==> config.mk <==
export PLATFORM = sky130hd
export DESIGN_NAME = frame_write_arbiter
export DESIGN_NICKNAME = d
export VERILOG_FILES = /design/src/rtl/frame_write_arbiter.sv
export SDC_FILE = /design/constraint.sdc
export NUM_CORES = 1
export LEC_CHECK = 0
export ABC_AREA = 1
export CAP_MARGIN = 20
export CORE_AREA = 4 4 184 186
export DETAILED_ROUTE_END_ITERATION = 8
export DIE_AREA = 0 0 188 190
export PLACE_DENSITY = 0.44
export SLEW_MARGIN = 30
export SYNTH_ARGS = -nofsm -noshare
export SYNTH_HDL_FRONTEND = slang
export SYNTH_SLANG_ARGS = --single-unit
==> constraint.sdc <==
create_clock -name clk_in -period 1.8 [get_ports clk_in]
set_input_delay 0.36 -clock clk_in [delete_from_list [all_inputs] [get_ports clk_in]]
set_output_delay 0.36 -clock clk_in [all_outputs]
set_load 0.01 [all_outputs]
==> src/rtl/frame_write_arbiter.sv <==
// Frame-granular write-path arbiter: two 128-bit frame sources share one addr/data FIFO pair.
// Optional DOUBLE_BUFFER_EN offsets each frame into alternating buffers for the display reader.
module frame_write_arbiter #(
  parameter int unsigned ADDR_W      = 27,
  parameter int unsigned DATA_W      = 128,
  parameter int unsigned FRAME_WORDS = 115200,
  parameter int unsigned ADDR_SHIFT  = 4
) (
  input  logic                  clk_in,
  input  logic                  rst_in,
  input  logic [1:0]            src_valid_in,
  input  logic [1:0]            src_last_in,
  input  logic [2*ADDR_W-1:0]   src_addr_in,
  input  logic [2*DATA_W-1:0]   src_data_in,
  output logic [1:0]            src_ready_out,
  input  logic                  addr_fifo_ready_in,
  input  logic                  data_fifo_ready_in,
  output logic                  addr_fifo_valid_out,
  output logic                  data_fifo_valid_out,
  output logic [ADDR_W-1:0]     addr_fifo_data_out,
  output logic [DATA_W-1:0]     data_fifo_data_out,
  output logic [1:0]            grant_out,
  output logic                  rd_buf_out,
  output logic                  frame_done_out
);

  localparam logic [ADDR_W-1:0] BUF1_OFS = ADDR_W'(FRAME_WORDS);

  typedef enum logic [1:0] {
    IDLE = 2'd0,
    OWN0 = 2'd1,
    OWN1 = 2'd2
  } state_e;

  state_e              state_q, state_d;
  logic                rr_q, rr_d;
  logic                frame_done_q, frame_done_d;
  logic                fifo_rdy;
  logic                fire;
  logic                last_fire;
  logic                wr_buf;
  logic [ADDR_W-1:0]   own_addr;
  logic [ADDR_W-1:0]   addr_sum;

  // Both FIFOs must accept together; reset blocks any handshake in the same cycle.
  assign fifo_rdy = rst_in & addr_fifo_ready_in & data_fifo_ready_in;

  // Next-state, handshake and owner mux.
  always_comb begin
    state_d            = state_q;
    rr_d               = rr_q;
    fire               = 1'b0;
    last_fire          = 1'b0;
    own_addr           = '0;
    src_ready_out      = 2'b00;
    data_fifo_data_out = '0;
    unique case (state_q)
      IDLE: begin
        if (src_valid_in == 2'b11) begin
          state_d = rr_q ? OWN1 : OWN0;
        end else if (src_valid_in[0]) begin
          state_d = OWN0;
        end else if (src_valid_in[1]) begin
          state_d = OWN1;
        end
      end
      OWN0: begin
        fire               = src_valid_in[0] & fifo_rdy;
        last_fire          = fire & src_last_in[0];
        src_ready_out      = {1'b0, fire};
        own_addr           = src_addr_in[ADDR_W-1:0];
        data_fifo_data_out = src_data_in[DATA_W-1:0];
        if (last_fire) begin
          state_d = IDLE;
          rr_d    = 1'b1;
        end
      end
      OWN1: begin
        fire               = src_valid_in[1] & fifo_rdy;
        last_fire          = fire & src_last_in[1];
        src_ready_out      = {fire, 1'b0};
        own_addr           = src_addr_in[2*ADDR_W-1:ADDR_W];
        data_fifo_data_out = src_data_in[2*DATA_W-1:DATA_W];
        if (last_fire) begin
          state_d = IDLE;
          rr_d    = 1'b0;
        end
      end
      default: state_d = IDLE;
    endcase
    frame_done_d = last_fire;
  end

  always_ff @(posedge clk_in) begin
    if (!rst_in) begin
      state_q      <= IDLE;
      rr_q         <= 1'b0;
      frame_done_q <= 1'b0;
    end else begin
      state_q      <= state_d;
      rr_q         <= rr_d;
      frame_done_q <= frame_done_d;
    end
  end

`ifdef DOUBLE_BUFFER_EN
  logic wr_buf_q, wr_buf_d;
  logic rd_buf_q, rd_buf_d;

  // Swap buffers once a frame completes; display then reads the frame just written.
  always_comb begin
    wr_buf_d = wr_buf_q;
    rd_buf_d = rd_buf_q;
    if (last_fire) begin
      wr_buf_d = ~wr_buf_q;
      rd_buf_d = wr_buf_q;
    end
  end

  always_ff @(posedge clk_in) begin
    if (!rst_in) begin
      wr_buf_q <= 1'b0;
      rd_buf_q <= 1'b1;
    end else begin
      wr_buf_q <= wr_buf_d;
      rd_buf_q <= rd_buf_d;
    end
  end

  assign wr_buf     = wr_buf_q;
  assign rd_buf_out = rd_buf_q;
`else
  assign wr_buf     = 1'b0;
  assign rd_buf_out = 1'b0;
`endif

  assign addr_sum            = own_addr + (wr_buf ? BUF1_OFS : '0);
  assign addr_fifo_data_out  = (state_q == IDLE) ? '0 : (addr_sum << ADDR_SHIFT);
  assign addr_fifo_valid_out = fire;
  assign data_fifo_valid_out = fire;
  assign grant_out           = {state_q == OWN1, state_q == OWN0};
  assign frame_done_out      = frame_done_q;

endmodule

Word-level counts from Yosys, hierarchy flattened:

Index checks and enable logic that the tools add are counted.

* bits in registers: 4
* bits of input ports: 318
* output and inout bits: 163
* word-level logic and storage cells: 35

* equality and inequality tests: 6
* muxes and demuxes: 16
* bitwise operators: 6
* reductions and logical operators: 4

Operators by type and width (number)
* $pmux W128 S2: 1
* $pmux W23 S2: 1
* $mux W27: 1
* $mux W2: 6
* $and A1 B1 Y1: 6
* $pmux W1 S2: 3
* $pmux W2 S3: 1
* $reduce_and A3 Y1: 2
* $eq A2 B2 Y1 const B: 2
* $ne A2 B1 Y1 const B: 2
* $ne A4 B4 Y1 const B: 1
* $pmux W2 S2: 1
* $eq A2 B1 Y1 const B: 1
* $logic_not A2 Y1: 1
* $mux W1: 2
* $reduce_bool A2 Y1: 1

Longest topological paths before layout:

* depth in word-level cells: 6
* depth in mapped cells: 8
* mapped depth without buffers: 8

Least setup slack after synthesis:

Ideal clock, no wire load.

* kind: reg2out
* from: reg state_q[1]
* to: out data_fifo_valid_out
* data arrival time: 1405 ps
* data required time: 1440 ps
* path slack: 35 ps
* cell stages (with the launch flop): 8
* path buffers: 3
* cells stage by stage: dfxtp_1 inv_1 ha_1 buf_6 buf_4 nand2_1 o22ai_1 buf_4

* cells in the longest elaborated chain, start to end: 2
* elaborated cells on any way between the ends: 3
* classes of those cells: eq/ne (2); mux (1)

RTL lines
* from (decl): line 35 `state_e state_q, state_d;`
* from (signal assigned): line 100 `state_q <= state_d;`
* $eq A2 B1 Y1
* net grant_out[0]: line 22 `output logic [1:0] grant_out,`
* $pmux W1 S2: line 57 `unique case (state_q)`
* to (decl): line 19 `output logic data_fifo_valid_out,`

The timed path passes the listed nets, and every way through them passes these cells.

Final worst setup path:

* from: reg state_q[1]
* to: out data_fifo_data_out[119]

* cells in the longest elaborated chain, start to end: 2
* elaborated cells on any way between the ends: 3
* classes of those cells: eq/ne (2); mux (1)

RTL lines
* $eq A2 B2 Y1 or $eq A2 B1 Y1 (tied branches): line 57
* $pmux W128 S2 (*): line 57
* to (decl): line 21 `output logic [DATA_W-1:0] data_fifo_data_out,`

Mark *: on every way between the ends. The rest lies on a longest branch, timed or not.

==> results.cfg <==
[cts]
numCtsBuffers = 3
clk_pin_slew_ps = 30
numClockSinks = 4
clock_path_buffers = 2
root_buffer = clkbuf_16
clk_latency_ps = 230
postCtsHoldBufs = 0
h-tree-depth = 1
cts_tree = done

[grt]
antenna_found_initial = 2
grt_use_total = 0.124
grt_pass1_wl_um = 34700
grt_max_degree = 66
overflow = 0
first_global_vias = 6045

[power]
total_power_uw = 8810
vdd_drop_max_mv = 0.966
p_leak_uw = 0.00400
p_per_area_nw_per_um2 = 926

[worst_setup_path]
endpoint_kind = primary output
crit_start = state_q[1]$_SDFFE_PN0P_
critPathKind = reg2out
cp.arrival_ps = 1690
cp_max_fo = 7
critPathRequiredTime_ps = 1440
r2r-start = state_q[0]$_SDFFE_PN0P_
start_kind = flop

[routing]
drtPass1Iterations = 6
wl_per_cell_um = 16.1
antenna_left = 0
drc = 0
highest_layer = met4
drt_iter0_markers = 118
vias_per_cell = 3.78
routed_wl_um = 25000
met2_wirelength_um = 13200
via_count = 5857
wl_met1_um = 9190
dr_wl_met3_um = 1960

[yosys]
synth.largest_area_cell = nand2_1
synth_top_area_frac = 0.455
postSynthCellCount = 562
synthTopCellsByArea = nand2_1 (45%), a21oi_1 (25%), a21oi_2 (6.7%), buf_2 (3.7%), dfxtp_1 (3.1%)
ys_types = 23
ys_warn_count = 0
synth_area_um2 = 2600
ys_ff_latch = 4
ys_seq_area_frac = 0.0308
syn_avg_cell_area_um2 = 4.62

[outcome]
violations = setup timing
outcome = finished with violations

[timing]
period_needed_ps = 2050
fin_skew_ps = 2.73
tns_ps = -27340
fin_crit_sh = 1.14
finalHoldViolations = 0
fmax_mhz = 487
rsz0062_at_grt = true
slew_violations = 0
report.final.setup_viol = 154
setup_slack_ps = -252
hold_slack_ps = 503

[layout]
multi_input_area_um2 = 3190
final_area_um2 = 9520
fillers = 3504
register_area_um2 = 82.6
drive_gt1_frac = 0.480
synthToLayoutAreaGrowth_pct = 266
final_nets = 1427

[floorplanning]
rows = 66
initial_utilization = 0.0805
ios = 481
die_width_um = 188
die_h_um = 190
core_area_um2 = 32300
die-area_um2 = 35700

[place]
placed_cell_area_um2 = 8230
dp_hpwl_um = 18800
routabilityCongestion = 0.794
dp_worst_setup_slack_ps = -552
place.port_buffers = 467

[min_path]
hp-class = reg2reg
min_from = rr_q$_SDFFE_PN0P_

[flow_run]
maxCapViolations = 0
state kept, by name, indices dropped and copies added, names as in the netlist:
name / flops
state_q: 2
frame_done_out: 1
rr_q: 1
synthesized netlist by cell type (all sizes together):
master / instances
ha: 3
a21oi: 152
nor2: 8
buf: 36
nand2: 318
o22ai: 1
clkbuf: 21
nand3b: 1
nand4: 2
nand3: 4
conb: 1
or2: 1
dfxtp: 4
o21a: 1
inv: 9
power by group:
group	total [uW]	switching [uW]	leakage, uW	internal, uW
Sequential	120	10.9	0.0000333	109
Clock	353	68.6	0.0000370	284
Combinational	8340	4270	0.00393	4070
Total	8810	4350	0.00400	4460
worst paths after layout:
kind	slack [ps]	to	cells after the start
max	-250	data_fifo_data_out[119]	10
min	500	rr_q$_SDFFE_PN0P_	2
max reg2reg	190	state_q[0]$_SDFFE_PN0P_	11
min reg2reg	500	rr_q$_SDFFE_PN0P_	2
final cells by class:
| cell class | count | area share |
|---|---|---|
| repair buffers | 592 | 0.585 |
| multi-input cells | 496 | 0.335 |
| well taps | 442 | 0.0581 |
| flip-flops and latches | 4 | 0.00868 |
| clock buffers | 3 | 0.00789 |
| inverters | 9 | 0.00408 |
| diodes | 3 | 0.000789 |
worst max-delay path, cell delays in order, from the launching register on:
cell and delay, ps:
dfxtp_2 310, inv_2 70, buf_6 100, ha_4 200, buf_12 160, buf_12 140, buf_16 110, buf_6 80
nand2_2 40, a21oi_2 100, buf_2 140
cell families after synthesis:
| kind of cell | synth area share |
|---|---|
| and+or+nand+nor | 0.500 |
| AOI/OAI and AO/OA | 0.327 |
| buffers and inverters | 0.126 |
| DFF | 0.0308 |
| adders and majority gates | 0.0144 |
| other | 0.00144 |
metal layers:
metal,vias up,global-route usage
li1,2880,-
met4,0,0.0415
met1,2667,0.130
met3,20,0.0314
met2,290,0.238
met5,-,0
stage by stage:
step | util | cells
after floorplan | - | 566
after global placement | 0.255 | 1477
after detailed placement | 0.255 | 1477
after CTS | 0.280 | 1534
after global routing | 0.295 | 1548
final | 0.295 | 1549
what timing repair did:
action,4_1_cts,5_1_grt
setup buffers,45,22
endpoints found under the setup margin,157,157
pin swaps,66,100
gates cloned,10,3
resized for setup,632,368
cells in the final DEF (no fill, tap or decap), types with 5 or more instances in the layout:
cell,count
a21oi_2,103
clkbuf_16,6
inv_1,6
buf_8,19
nand2_4,51
a21oi_1,46
buf_4,37
nand2_2,71
buf_6,46
buf_2,147
buf_16,5
clkdlybuf4s50_1,309
nand2_1,195
nor2_1,5
buf_12,21
conb_1,5
Power figures use the tool's default switching activity.
